[src/rtl/sub_serial_pkg.sv]
// -----------------------------------------------------------------------------
// sub_serial_pkg
// Shared definitions for the digit-serial subtractor:
//   - default operand width and cycles per operation, plus the derived
//     digit width
//   - cnt_width(): width of the digit counter for a given cycle count
//   - state_t: control FSM state encoding
// -----------------------------------------------------------------------------
package sub_serial_pkg;

  localparam int N_DEFAULT  = 1024;
  localparam int CC_DEFAULT = 512;
  localparam int W_DEFAULT  = N_DEFAULT / CC_DEFAULT;

  // ceil(log2(cc)), but never less than one bit so that CC=1 still gets a
  // real (constant-zero) counter register.
  function automatic int cnt_width(input int cc);
    int w;
    w = 1;
    while ((1 << w) < cc) begin
      w = w + 1;
    end
    return w;
  endfunction

  typedef enum logic [1:0] {
    ST_IDLE = 2'd0,
    ST_RUN  = 2'd1,
    ST_DONE = 2'd2
  } state_t;

endpackage : sub_serial_pkg

[src/rtl/sub_serial_digit.sv]
// -----------------------------------------------------------------------------
// sub_digit
// Purely combinational W-bit subtract-with-borrow cell.
//   i_a, i_b   : W-bit minuend / subtrahend digits
//   i_borrow   : incoming borrow (from the previous, less significant digit)
//   o_diff     : (i_a - i_b - i_borrow) mod 2^W
//   o_borrow   : 1 when i_a < i_b + i_borrow (unsigned)
// -----------------------------------------------------------------------------
module sub_digit #(
  parameter int W = 2
) (
  input  logic [W-1:0] i_a,
  input  logic [W-1:0] i_b,
  input  logic         i_borrow,
  output logic [W-1:0] o_diff,
  output logic         o_borrow
);

  // One extra bit of headroom: the top bit of the W+1-bit difference is set
  // exactly when the result went negative, i.e. when a borrow is needed.
  logic [W:0] w_full;

  assign w_full   = {1'b0, i_a} - {1'b0, i_b} - {{W{1'b0}}, i_borrow};
  assign o_diff   = w_full[W-1:0];
  assign o_borrow = w_full[W];

endmodule : sub_digit

[src/rtl/sub_serial.sv]
// -----------------------------------------------------------------------------
// sub_serial
// Digit-serial N-bit unsigned subtractor, W = N/CC bits per clock, LSB first.
//   clk, rst    : clock (rising edge) and asynchronous active-high reset
//   start       : begins an operation; only looked at in IDLE
//   a, b        : minuend / subtrahend digit k, presented in RUN cycle k
//   c           : difference digit, combinational from a/b, valid in RUN
//   valid_out   : high in every RUN cycle
//   busy        : high in RUN and DONE
//   done        : one-cycle pulse after the last digit
//   borrow_out  : final borrow (a < b over all N bits); captured on the last
//                 RUN cycle and held until the next capture
// -----------------------------------------------------------------------------
module sub_serial
  import sub_serial_pkg::*;
#(
  parameter int  N  = N_DEFAULT,
  parameter int  CC = CC_DEFAULT,
  localparam int W  = N / CC
) (
  input  logic         clk,
  input  logic         rst,
  input  logic         start,
  input  logic [W-1:0] a,
  input  logic [W-1:0] b,
  output logic [W-1:0] c,
  output logic         valid_out,
  output logic         busy,
  output logic         done,
  output logic         borrow_out
);

  localparam int             CW   = cnt_width(CC);
  localparam logic [CW-1:0]  LAST = CW'(CC - 1);

  state_t        r_state;
  state_t        w_state_next;
  logic [CW-1:0] r_cnt;
  logic          r_borrow;
  logic          r_borrow_out;

  logic [W-1:0]  w_diff;
  logic          w_borrow_next;
  logic          w_last;

  assign w_last = (r_cnt == LAST);

  sub_digit #(
    .W (W)
  ) u_digit (
    .i_a      (a),
    .i_b      (b),
    .i_borrow (r_borrow),
    .o_diff   (w_diff),
    .o_borrow (w_borrow_next)
  );

  // ---------------------------------------------------------------------------
  // State register
  // ---------------------------------------------------------------------------
  // NOTE: every clocked process uses non-blocking (<=) assignments so that all
  // flops sample their inputs from the same pre-edge values.
  always_ff @(posedge clk or posedge rst) begin
    if (rst) begin
      r_state <= ST_IDLE;
    end else begin
      r_state <= w_state_next;
    end
  end

  // ---------------------------------------------------------------------------
  // Next-state logic
  // ---------------------------------------------------------------------------
  // NOTE: every combinational output gets a default before the case so no
  // path leaves it unassigned, which would otherwise infer a latch.
  always_comb begin
    w_state_next = r_state;
    case (r_state)
      ST_IDLE: if (start)  w_state_next = ST_RUN;
      ST_RUN:  if (w_last) w_state_next = ST_DONE;
      ST_DONE:             w_state_next = ST_IDLE;
      default:             w_state_next = ST_IDLE;
    endcase
  end

  // ---------------------------------------------------------------------------
  // Output logic (Moore flags, c passed through only while running)
  // ---------------------------------------------------------------------------
  always_comb begin
    c         = '0;
    valid_out = 1'b0;
    busy      = 1'b0;
    done      = 1'b0;
    case (r_state)
      ST_RUN: begin
        c         = w_diff;
        valid_out = 1'b1;
        busy      = 1'b1;
      end
      ST_DONE: begin
        busy = 1'b1;
        done = 1'b1;
      end
      default: ;
    endcase
  end

  // ---------------------------------------------------------------------------
  // Datapath: digit counter, running borrow, captured final borrow
  // ---------------------------------------------------------------------------
  always_ff @(posedge clk or posedge rst) begin
    if (rst) begin
      r_cnt        <= '0;
      r_borrow     <= 1'b0;
      r_borrow_out <= 1'b0;
    end else begin
      case (r_state)
        ST_IDLE: begin
          if (start) begin
            r_cnt    <= '0;
            r_borrow <= 1'b0;
          end
        end
        ST_RUN: begin
          r_borrow <= w_borrow_next;
          if (w_last) begin
            // Counter parks on CC-1 rather than wrapping; it is reloaded on
            // the next start anyway.
            r_borrow_out <= w_borrow_next;
          end else begin
            r_cnt <= r_cnt + 1'b1;
          end
        end
        default: ;
      endcase
    end
  end

  assign borrow_out = r_borrow_out;

endmodule : sub_serial

[config.mk]
export PLATFORM = sky130hd
export DESIGN_NAME = sub_serial
export DESIGN_NICKNAME = d
export VERILOG_FILES = /design/src/rtl/sub_serial_pkg.sv /design/src/rtl/sub_serial_digit.sv /design/src/rtl/sub_serial.sv
export SDC_FILE = /design/constraint.sdc
export NUM_CORES = 1
export LEC_CHECK = 0
export ABC_CLOCK_PERIOD_IN_PS = 1880
export CAP_MARGIN = 20
export CORE_MARGIN = 2
export CORE_UTILIZATION = 35
export CTS_BUF_LIST = sky130_fd_sc_hd__clkbuf_16
export DETAILED_ROUTE_END_ITERATION = 7
export PLACE_DENSITY = 0.64
export SLEW_MARGIN = 20
export SYNTH_ARGS = -nofsm -noshare
export SYNTH_HDL_FRONTEND = slang
export SYNTH_HIERARCHICAL = 1
export SYNTH_SLANG_ARGS = --single-unit
[constraint.sdc]
create_clock -name clk -period 1.88 [get_ports clk]
set_input_delay 0.376 -clock clk [delete_from_list [all_inputs] [get_ports clk]]
set_output_delay 0.376 -clock clk [all_outputs]
set_load 0.1 [all_outputs]
==> results.sh <==
export IMPL_final_setup_tns_ns=-0.387
export IMPL_syn_to_final_growth_pct=44.6
export IMPL_clock_skew_ns=0.00294
export IMPL_crit_fanout=2
export IMPL_fin_util_pct=52.9
export IMPL_diodes=0
export IMPL_netlist_area_sq_um=802
export IMPL_synth_edf_count=0
export IMPL_fin_crit_sh_pct=116
export IMPL_core_sq_mm=0.00219
export IMPL_rows=17
export IMPL_postRouteAntennaNets=0
export IMPL_setup_viol=6
export IMPL_root_buffer="clkbuf_16"
export IMPL_hold_class="in2async"
export IMPL_synth_distinct_cells=22
export IMPL_syn_area_per_cell_sq_um=9.55
export IMPL_final_nets=121
export IMPL_maxCapViolations=0
export IMPL_die_x_um=51.9
export IMPL_p_per_area_mw_per_mm2=1560
export IMPL_synth_area_leader_cell="dfrtp_1"
export IMPL_r2r_slack_ns=-0.02
export IMPL_ys_seq_area_share_pct=40.6
export IMPL_synth_async_reset_ratio_pct=100
export IMPL_dr_pass1_iters=4
export IMPL_ys_ff_latch=13
export IMPL_vias=644
export IMPL_path_class="reg2out"
export IMPL_slew_headroom_pct=63.4
export IMPL_hold_viol=0
export IMPL_synth_common_cells="dfrtp_1 (13), inv_1 (9), nor2_1 (9)"
export IMPL_hpwl_mm=1.21
export IMPL_ioPinCount=13
export IMPL_violations="negative setup slack"
export IMPL_antenna_found_initial=0
export IMPL_wl_per_cell_um=12.0
export IMPL_slew_violations=0
export IMPL_clk_path_buf_depth=2
export IMPL_worst_setup_path_start_kind="flop"
export IMPL_crit_slowest_cell="fa_1"
export IMPL_period_minus_slack_ns=2.19
export IMPL_cpMostUsedCell="inv_2"
export IMPL_cts_hold_fix_buffers=0
export IMPL_cpPeakStageDelay_ns=0.39
export IMPL_clk_pin_slew_worst_paths_ns=0.05
export IMPL_p_leak_nw=0.573
export IMPL_port_buffers=12
export IMPL_setup_slack_ns=-0.308
export IMPL_dieArea_sq_mm=0.00269
export IMPL_numClockSinks=13
export IMPL_critPathCapture="c[1]"
export IMPL_synth_top_area_share_pct=40.6
export IMPL_routabilityCongestion=0.715
export IMPL_grt_pass1_vias=642
export IMPL_cts_buffers_inserted=3
export IMPL_yosys_top_cells_area="dfrtp_1 (41%), ha_1 (9.4%), xor2_1 (6.6%), fa_1 (5.0%), inv_1 (4.2%)"
export IMPL_peakVddDrop_mv=0.992
export IMPL_cts_setup_buffers=0
export IMPL_avgViaCountPerCell=4.84
export IMPL_drive_gt1_share_pct=25.7
export IMPL_yosys_warnings=6
export IMPL_reg2reg_to="r_cnt[5]"
export IMPL_gr_total_overflow=0
export IMPL_grt_first_pass_wirelength_mm=2.90
export IMPL_arrival_ns=1.81
export IMPL_worstPathRequired_ns=1.50
export IMPL_cp_cell_sequence="inv_2 -> fa_2 -> inv_2 -> fa_1 -> inv_1 -> and2_4 -> buf_12"
export IMPL_ys_flop_type="dfrtp_1"
export IMPL_worst_pin_slew_ns=0.544
export IMPL_dr_first_iter_drc_count=5
export IMPL_rsz0062_at_grt="yes"
export IMPL_syn_nets=99
export IMPL_status="complete, but fails checks"
export IMPL_drc_errors=0
export IMPL_reg2reg_depth=8
export IMPL_yosysMostFrequentCell="dfrtp_1"
export IMPL_clk_latency_ns=0.24
export IMPL_holdWs_ns=0.471
export IMPL_htreeDepth=1
export IMPL_grt_max_degree=14
export IMPL_end_kind="output port"
export IMPL_syn_inst=84
export IMPL_cts_tree="done"
export IMPL_clock_fmax_mhz=457
export IMPL_startpoint="r_borrow"
export IMPL_die_y_um=51.9
export IMPL_wl_mm=1.60
export IMPL_track_usage_pct=14.9
export IMPL_rr_startpoint="r_cnt[0]"
export IMPL_start_util_pct=36.6
[what timing repair did]
item,CTS,global route
pin swaps,2,0
endpoints found under the setup margin,7,10
gates resized for setup,6,0
[worst min path at each step]
| stage | startpoint | end | slack [ns] | cells after the start |
|---|---|---|---|---|
| floorplan | rst | borrow_out | 0.25 | 1 |
| CTS | rst | r_cnt[4] | 0.49 | 2 |
| global route | rst | r_cnt[7] | 0.50 | 2 |
| finish | rst | r_cnt[4] | 0.47 | 2 |
| global placement | r_cnt[7] | r_cnt[7] | 0.51 | 2 |
| detailed placement | r_cnt[6] | r_cnt[6] | 0.53 | 2 |
[per-layer routing]
metal	up-vias	part of all wire [%]	track usage, %	routed length, um
li1	321	-	-	-
met1	309	46	18.2	729
met2	9	48	23.8	774
met3	5	3.1	3.74	50
met4	0	2.6	7.89	42
met5	-	0	0	0
[flip-flops by register name, indices dropped and copies added (netlist names)]
| signal | cells |
|---|---|
| r_cnt | 9 |
| r_state | 2 |
| r_borrow | 1 |
| borrow_out | 1 |
[final cells by class]
cell class	count	area, sq um
clock buffers	3	75.1
clock inverters	1	3.75
fillers	208	1030
inverters	9	41.3
multi-input cells	60	453
flip-flops and latches	13	325
well taps	28	35.0
repair buffers	19	226
[critical path, delay by kind of cell, from the launching register on]
family | cells | cell delay, ns
buf+inv | 4 | 0.33
simple gates | 1 | 0.14
flops | 1 | 0.36
fa+ha+maj | 2 | 0.74
[where the power goes]
group	internal, W	leakage, nW	switching (W)
Combinational	0.000415	0.359	0.000609
Sequential	0.000342	0.171	0.0000496
Clock	0.000280	0.0423	0.000116
Total	0.00104	0.573	0.000774
[cells in the final DEF, fill, tap and decap left out, drive strengths merged]
| cell | n |
|---|---|
| clkbuf | 3 |
| dfrtp | 13 |
| dlygate4sd2 | 1 |
| inv | 10 |
| ha | 6 |
| and4 | 1 |
| nor2b | 1 |
| o21ai | 3 |
| a22o | 3 |
| nand4 | 3 |
| nand3 | 4 |
| xor2 | 6 |
| fa | 2 |
| clkdlybuf4s50 | 4 |
| and3 | 4 |
| a32o | 1 |
| buf | 14 |
| and2 | 3 |
| nand2b | 1 |
| nor2 | 9 |
| a21oi | 2 |
| mux2 | 3 |
| nand2 | 8 |
[cell families after synthesis]
family / Yosys count / synth area share (%)
xor+xnor: 6 / 6.55
flops: 13 / 40.6
compound gates: 9 / 7.64
fa+ha+maj: 8 / 14.4
simple gates: 34 / 20.9
mux: 3 / 4.68
buf+inv: 11 / 5.30
[through the flow]
stage | power (W) | instances | area [sq um] | setup slack, ns
final | 0.00181 | 133 | 1160 | -0.308
after floorplan | 0.00110 | 84 | 828 | -0.0841
after global placement | 0.00141 | 129 | 1090 | -0.669
after CTS | 0.00183 | 133 | 1160 | -0.322
after global routing | 0.00192 | 133 | 1160 | -0.361
after detailed placement | 0.00143 | 129 | 1090 | -0.705
Power figures use the tool's default switching activity.
